`src/rtl/sap_cpu_core.sv`:
```
// SAP-style accumulator CPU: PC/MAR/IR/A, carry/zero flags, internal RAM and a
// microstep FSM, with a host program-load port and a run/halt handshake.
module sap_cpu_core #(
    parameter int unsigned DATA_WIDTH = 8,
    parameter int unsigned ADDR_WIDTH = 4
) (
    input  logic                  clk,
    input  logic                  reset,
    input  logic                  i_prog_we,
    input  logic [ADDR_WIDTH-1:0] i_prog_addr,
    input  logic [DATA_WIDTH-1:0] i_prog_data,
    input  logic                  i_run,
    output logic                  o_busy,
    output logic                  o_halted,
    output logic [DATA_WIDTH-1:0] o_out_val,
    output logic                  o_out_valid,
    output logic                  o_flag_carry,
    output logic                  o_flag_zero
);

    localparam int unsigned Depth = 2 ** ADDR_WIDTH;

    localparam logic [3:0] OpLda = 4'h1;
    localparam logic [3:0] OpAdd = 4'h2;
    localparam logic [3:0] OpSub = 4'h3;
    localparam logic [3:0] OpSta = 4'h4;
    localparam logic [3:0] OpLdi = 4'h5;
    localparam logic [3:0] OpJmp = 4'h6;
    localparam logic [3:0] OpJc  = 4'h7;
    localparam logic [3:0] OpJz  = 4'h8;
    localparam logic [3:0] OpOut = 4'hE;
    localparam logic [3:0] OpHlt = 4'hF;

    typedef enum logic [2:0] {StIdle, StFetch0, StFetch1, StExec0, StExec1, StHalt} state_e;

    state_e                r_state, w_state_next;
    logic [ADDR_WIDTH-1:0] r_pc, w_pc_next;
    logic [ADDR_WIDTH-1:0] r_mar, w_mar_next;
    logic [DATA_WIDTH-1:0] r_ir, w_ir_next;
    logic [DATA_WIDTH-1:0] r_a, w_a_next;
    logic                  r_c, w_c_next;
    logic                  r_z, w_z_next;
    logic [DATA_WIDTH-1:0] r_out_val, w_out_val_next;
    logic                  r_out_valid, w_out_valid_next;
    logic [DATA_WIDTH-1:0] r_ram [Depth];

    logic                  w_ram_we;
    logic [ADDR_WIDTH-1:0] w_ram_waddr;
    logic [DATA_WIDTH-1:0] w_ram_wdata;

    logic [DATA_WIDTH-1:0] w_mem;
    logic [3:0]            w_opcode;
    logic [ADDR_WIDTH-1:0] w_operand;
    logic [DATA_WIDTH:0]   w_sum;
    logic [DATA_WIDTH-1:0] w_diff;

    assign w_mem     = r_ram[r_mar];
    assign w_opcode  = r_ir[DATA_WIDTH-1 -: 4];
    assign w_operand = r_ir[ADDR_WIDTH-1:0];
    assign w_sum     = {1'b0, r_a} + {1'b0, w_mem};
    assign w_diff    = r_a - w_mem;

    always_comb begin
        w_state_next     = r_state;
        w_pc_next        = r_pc;
        w_mar_next       = r_mar;
        w_ir_next        = r_ir;
        w_a_next         = r_a;
        w_c_next         = r_c;
        w_z_next         = r_z;
        w_out_val_next   = r_out_val;
        w_out_valid_next = 1'b0;
        w_ram_we         = 1'b0;
        w_ram_waddr      = i_prog_addr;
        w_ram_wdata      = i_prog_data;
        case (r_state)
            StIdle, StHalt: begin
                w_ram_we = i_prog_we;
                if (i_run) begin
                    w_pc_next    = '0;
                    w_a_next     = '0;
                    w_c_next     = 1'b0;
                    w_z_next     = 1'b0;
                    w_state_next = StFetch0;
                end
            end
            StFetch0: begin
                w_mar_next   = r_pc;
                w_state_next = StFetch1;
            end
            StFetch1: begin
                w_ir_next    = w_mem;
                w_pc_next    = r_pc + ADDR_WIDTH'(1);
                w_state_next = StExec0;
            end
            StExec0: begin
                w_state_next = StFetch0;
                case (w_opcode)
                    OpLda, OpAdd, OpSub, OpSta: begin
                        w_mar_next   = w_operand;
                        w_state_next = StExec1;
                    end
                    OpLdi: w_a_next = DATA_WIDTH'(w_operand);
                    OpJmp: w_pc_next = w_operand;
                    OpJc:  if (r_c) w_pc_next = w_operand;
                    OpJz:  if (r_z) w_pc_next = w_operand;
                    OpOut: begin
                        w_out_val_next   = r_a;
                        w_out_valid_next = 1'b1;
                    end
                    OpHlt: w_state_next = StHalt;
                    default: ;
                endcase
            end
            StExec1: begin
                w_state_next = StFetch0;
                case (w_opcode)
                    OpLda: w_a_next = w_mem;
                    OpAdd: begin
                        {w_c_next, w_a_next} = w_sum;
                        w_z_next = (w_sum[DATA_WIDTH-1:0] == '0);
                    end
                    OpSub: begin
                        w_a_next = w_diff;
                        w_c_next = (r_a >= w_mem);
                        w_z_next = (w_diff == '0);
                    end
                    OpSta: begin
                        w_ram_we    = 1'b1;
                        w_ram_waddr = r_mar;
                        w_ram_wdata = r_a;
                    end
                    default: ;
                endcase
            end
            default: w_state_next = StIdle;
        endcase
    end

    always_ff @(posedge clk) begin
        if (reset) begin
            r_state     <= StIdle;
            r_pc        <= '0;
            r_mar       <= '0;
            r_ir        <= '0;
            r_a         <= '0;
            r_c         <= 1'b0;
            r_z         <= 1'b0;
            r_out_val   <= '0;
            r_out_valid <= 1'b0;
        end else begin
            r_state     <= w_state_next;
            r_pc        <= w_pc_next;
            r_mar       <= w_mar_next;
            r_ir        <= w_ir_next;
            r_a         <= w_a_next;
            r_c         <= w_c_next;
            r_z         <= w_z_next;
            r_out_val   <= w_out_val_next;
            r_out_valid <= w_out_valid_next;
        end
    end

    // RAM is never cleared; reset only blocks a write in flight (e.g. an aborted STA).
    always_ff @(posedge clk) begin
        if (!reset && w_ram_we) begin
            r_ram[w_ram_waddr] <= w_ram_wdata;
        end
    end

    assign o_busy       = (r_state == StFetch0) || (r_state == StFetch1) ||
                          (r_state == StExec0)  || (r_state == StExec1);
    assign o_halted     = (r_state == StHalt);
    assign o_out_val    = r_out_val;
    assign o_out_valid  = r_out_valid;
    assign o_flag_carry = r_c;
    assign o_flag_zero  = r_z;

endmodule

```
`config.mk`:
```
export PLATFORM = sky130hd
export DESIGN_NAME = sap_cpu_core
export DESIGN_NICKNAME = d
export VERILOG_FILES = /design/src/rtl/sap_cpu_core.sv
export SDC_FILE = /design/constraint.sdc
export NUM_CORES = 1
export LEC_CHECK = 0
export CORE_MARGIN = 1
export CORE_UTILIZATION = 58
export DETAILED_ROUTE_END_ITERATION = 7
export PLACE_DENSITY = 0.76
export SLEW_MARGIN = 40
export SYNTH_ARGS = -nofsm -noshare
export SYNTH_HDL_FRONTEND = slang
export SYNTH_SLANG_ARGS = --single-unit
```
`constraint.sdc`:
```
create_clock -name clk -period 4.2 [get_ports clk]
set_input_delay 0.42 -clock clk [delete_from_list [all_inputs] [get_ports clk]]
set_output_delay 0.42 -clock clk [all_outputs]
set_load 0.02 [all_outputs]
```
==> flow_summary.json <==
{
  "status": "finished, violations left",
  "violations": "DRC",
  "port_buffers": 28,
  "yosys-top-cells-area": "edfxtp_1 48%, dfxtp_1 11%, mux4_2 10%",
  "grt_first_pass_wirelength_um": 29100,
  "slew_violations": 0,
  "synth_warnings": 0,
  "rsz0062_at_grt": "false",
  "async_flop_share_pct": 0,
  "hold_depth": 2,
  "cts_buffer_depth": 2,
  "grt-ovfl-total": 0,
  "final.setup_skew_ns": 0.0125,
  "post-route-min-period_ns": 3.67,
  "place_area_mm2": 0.00848,
  "whs_endpoint": "r_ir[1]",
  "clk_pin_slew_ns": 0.07,
  "grt_util_all_layers_pct": 28.3,
  "viasPerCell": 6.40,
  "drt-initial-drc-count": 610,
  "drt-pass1-iter-count": 8,
  "post_cts_buffers": 0,
  "numCtsBuffers": 17,
  "postRouteAntennaNets": 0,
  "yosysTopAreaCellShare_pct": 48.1,
  "cts.sinks": 170,
  "synth_edf_count": 128,
  "post-route-drc-count": 2,
  "cap_violations": 0,
  "netlist_instances": 588,
  "ys_ff_latch": 170,
  "timing.rr.end": "o_flag_zero",
  "start_kind": "flop",
  "num_io_pins": 29,
  "max_freq_mhz": 273,
  "n_antenna_cell": 0,
  "leakage_nw": 3.08,
  "reg2reg_depth": 11,
  "antenna_found_initial": 0,
  "fin_crit_sh_pct": 87.4,
  "ys_types": 68,
  "hold_viol_final": 0,
  "drt-total-wl_um": 19000,
  "htreeDepth": 4,
  "setup-tns-final_ns": 0,
  "synth_area_per_cell_um2": 13.6,
  "r2r_setup_slack_ns": 0.53,
  "arrival_ns": 4.04,
  "cp-end-kind": "flop",
  "vdd_drop_max_v": 0.000705,
  "first_global_vias": 5061,
  "start_util_pct": 59.9,
  "min_path_type": "flop to flop",
  "row_count": 42,
  "syn2layout_area_growth_pct": 13.6,
  "synthFlopType": "edfxtp_1",
  "setup_viol": 0,
  "finalWeightedCongestion": 0.906,
  "path_class": "flop to flop",
  "grt_max_degree": 40,
  "slew_headroom_pct": 49.1,
  "yosysMostFrequentCell": "edfxtp_1",
  "cts_root_buffer": "clkbuf_16",
  "worstPathMaxFanout": 12,
  "synthesis.area_mm2": 0.00799,
  "wl_per_cell_um": 23.5,
  "ys_seq_area_share_pct": 58.6,
  "fp.dieW_um": 119,
  "hp-start": "r_ir[1]",
  "p_per_area_mw_per_mm2": 544,
  "synth_common_cells": "128 x edfxtp_1, 46 x nand2_1, 42 x dfxtp_1, 42 x nor2_1, 36 x mux4_2",
  "ctsResizeCount": 0,
  "num_vias": 5178,
  "dp_hpwl_um": 12700,
  "die_h_um": 119,
  "nets": 655,
  "coreArea_mm2": 0.0133,
  "synth_top_area_cell": "edfxtp_1",
  "cts_tree": "yes",
  "drive_gt1_share_pct": 17.5,
  "design_area_mm2": 0.00908,
  "tightestPinTransition_ns": 0.761,
  "worstPathRequired_ns": 4.57,
  "cts_hold_buf": 0,
  "total_power_w": 0.00494,
  "synth_nets": 623,
  "clk_latency_ns": 0.44,
  "dieArea_mm2": 0.0143
}
==> through the flow <==
step           std cells  utilization, %  hold WS, ns  setup WS [ns]
2_1_floorplan        588               -        0.432          0.750
3_3_place_gp         777            63.4        0.438          0.587
3_5_place_dp         777            63.5        0.442          0.588
4_1_cts              809            68.0        0.451          0.554
5_1_grt              809            68.0        0.478          0.366
6_report             809            68.0        0.451          0.530
==> layout make-up <==
class / count / area [µm²]
multi-input cells: 363 / 3070
well taps: 176 / 220
inverters: 22 / 82.6
repair buffers: 46 / 428
fillers: 936 / 4270
clock buffers: 20 / 467
clock inverters: 12 / 130
flip-flops and latches: 170 / 4690
==> power by group <==
group          total [W]  switching (W)  internal (W)  leakage [nW]
clock            0.00158       0.000698      0.000884         0.294
combinational    0.00139       0.000775      0.000612          1.29
sequential       0.00197      0.0000961       0.00187          1.49
==> logic make-up after synthesis <==
| family | Yosys count | synth area share, % |
|---|---|---|
| flops | 170 | 58.6 |
| simple gates | 158 | 9.96 |
| compound gates | 108 | 9.07 |
| mux | 64 | 14.4 |
| buf+inv | 55 | 3.27 |
| fa+ha+maj | 19 | 3.16 |
| xor+xnor | 14 | 1.53 |
==> cells in the final DEF, fill, tap and decap left out, drive strengths merged, types with 4 or more instances in the layout <==
cell type	instances
a2111oi	4
a211o	5
a211oi	8
a21o	5
a21oi	32
a221oi	4
a22oi	4
a31oi	7
and2	5
buf	18
clkbuf	20
clkdlybuf4s50	28
clkinv	4
dfxtp	42
edfxtp	128
ha	17
inv	28
mux2	8
mux2i	17
mux4	39
nand2	46
nand2b	5
nor2	43
nor2b	8
nor3	16
nor3b	6
nor4	6
o21ai	20
xnor2	10
xor2	4
==> flip-flops by register name (all words and copies together) (netlist names), named ones only <==
| signal | count |
|---|---|
| o_flag_carry | 1 |
| o_flag_zero | 1 |
| o_out_val | 8 |
| o_out_valid | 1 |
| r_a | 8 |
| r_ir | 8 |
| r_mar | 4 |
| r_pc | 4 |
| r_ram | 128 |
| r_state | 3 |
==> routing by layer <==
metal / track usage, % / up-vias / part of all wire, %
met5: 0 / - / 0
met4: 13.6 / 0 / 3.6
met3: 5.80 / 51 / 5.1
met2: 45.6 / 204 / 50
met1: 37.1 / 2597 / 42
li1: - / 2326 / -
==> worst max-delay path by stage <==
stage                     cells past startpoint  start          end  slack, ns
after global placement                       10   flop       r_a[6]       0.59
after global routing                         11   flop  o_flag_zero       0.37
after CTS                                    11   flop  o_flag_zero       0.55
after floorplan                              13   flop  o_flag_zero       0.75
after detailed placement                     11   flop  o_flag_zero       0.59
final                                        11   flop  o_flag_zero       0.53
==> worst max-delay path, cell delays in order (launching register included) <==
cell and delay, ns:
dfxtp_1 0.73, buf_4 0.31, mux4_2 0.35, mux4_2 0.57
inv_2 0.12, ha_1 0.27, nor3b_1 0.15, a2111oi_0 0.42
o311a_1 0.24, and4_1 0.23, a31oi_1 0.06, o2bb2ai_1 0.15
Note: power is estimated with default switching activity, not from simulation.
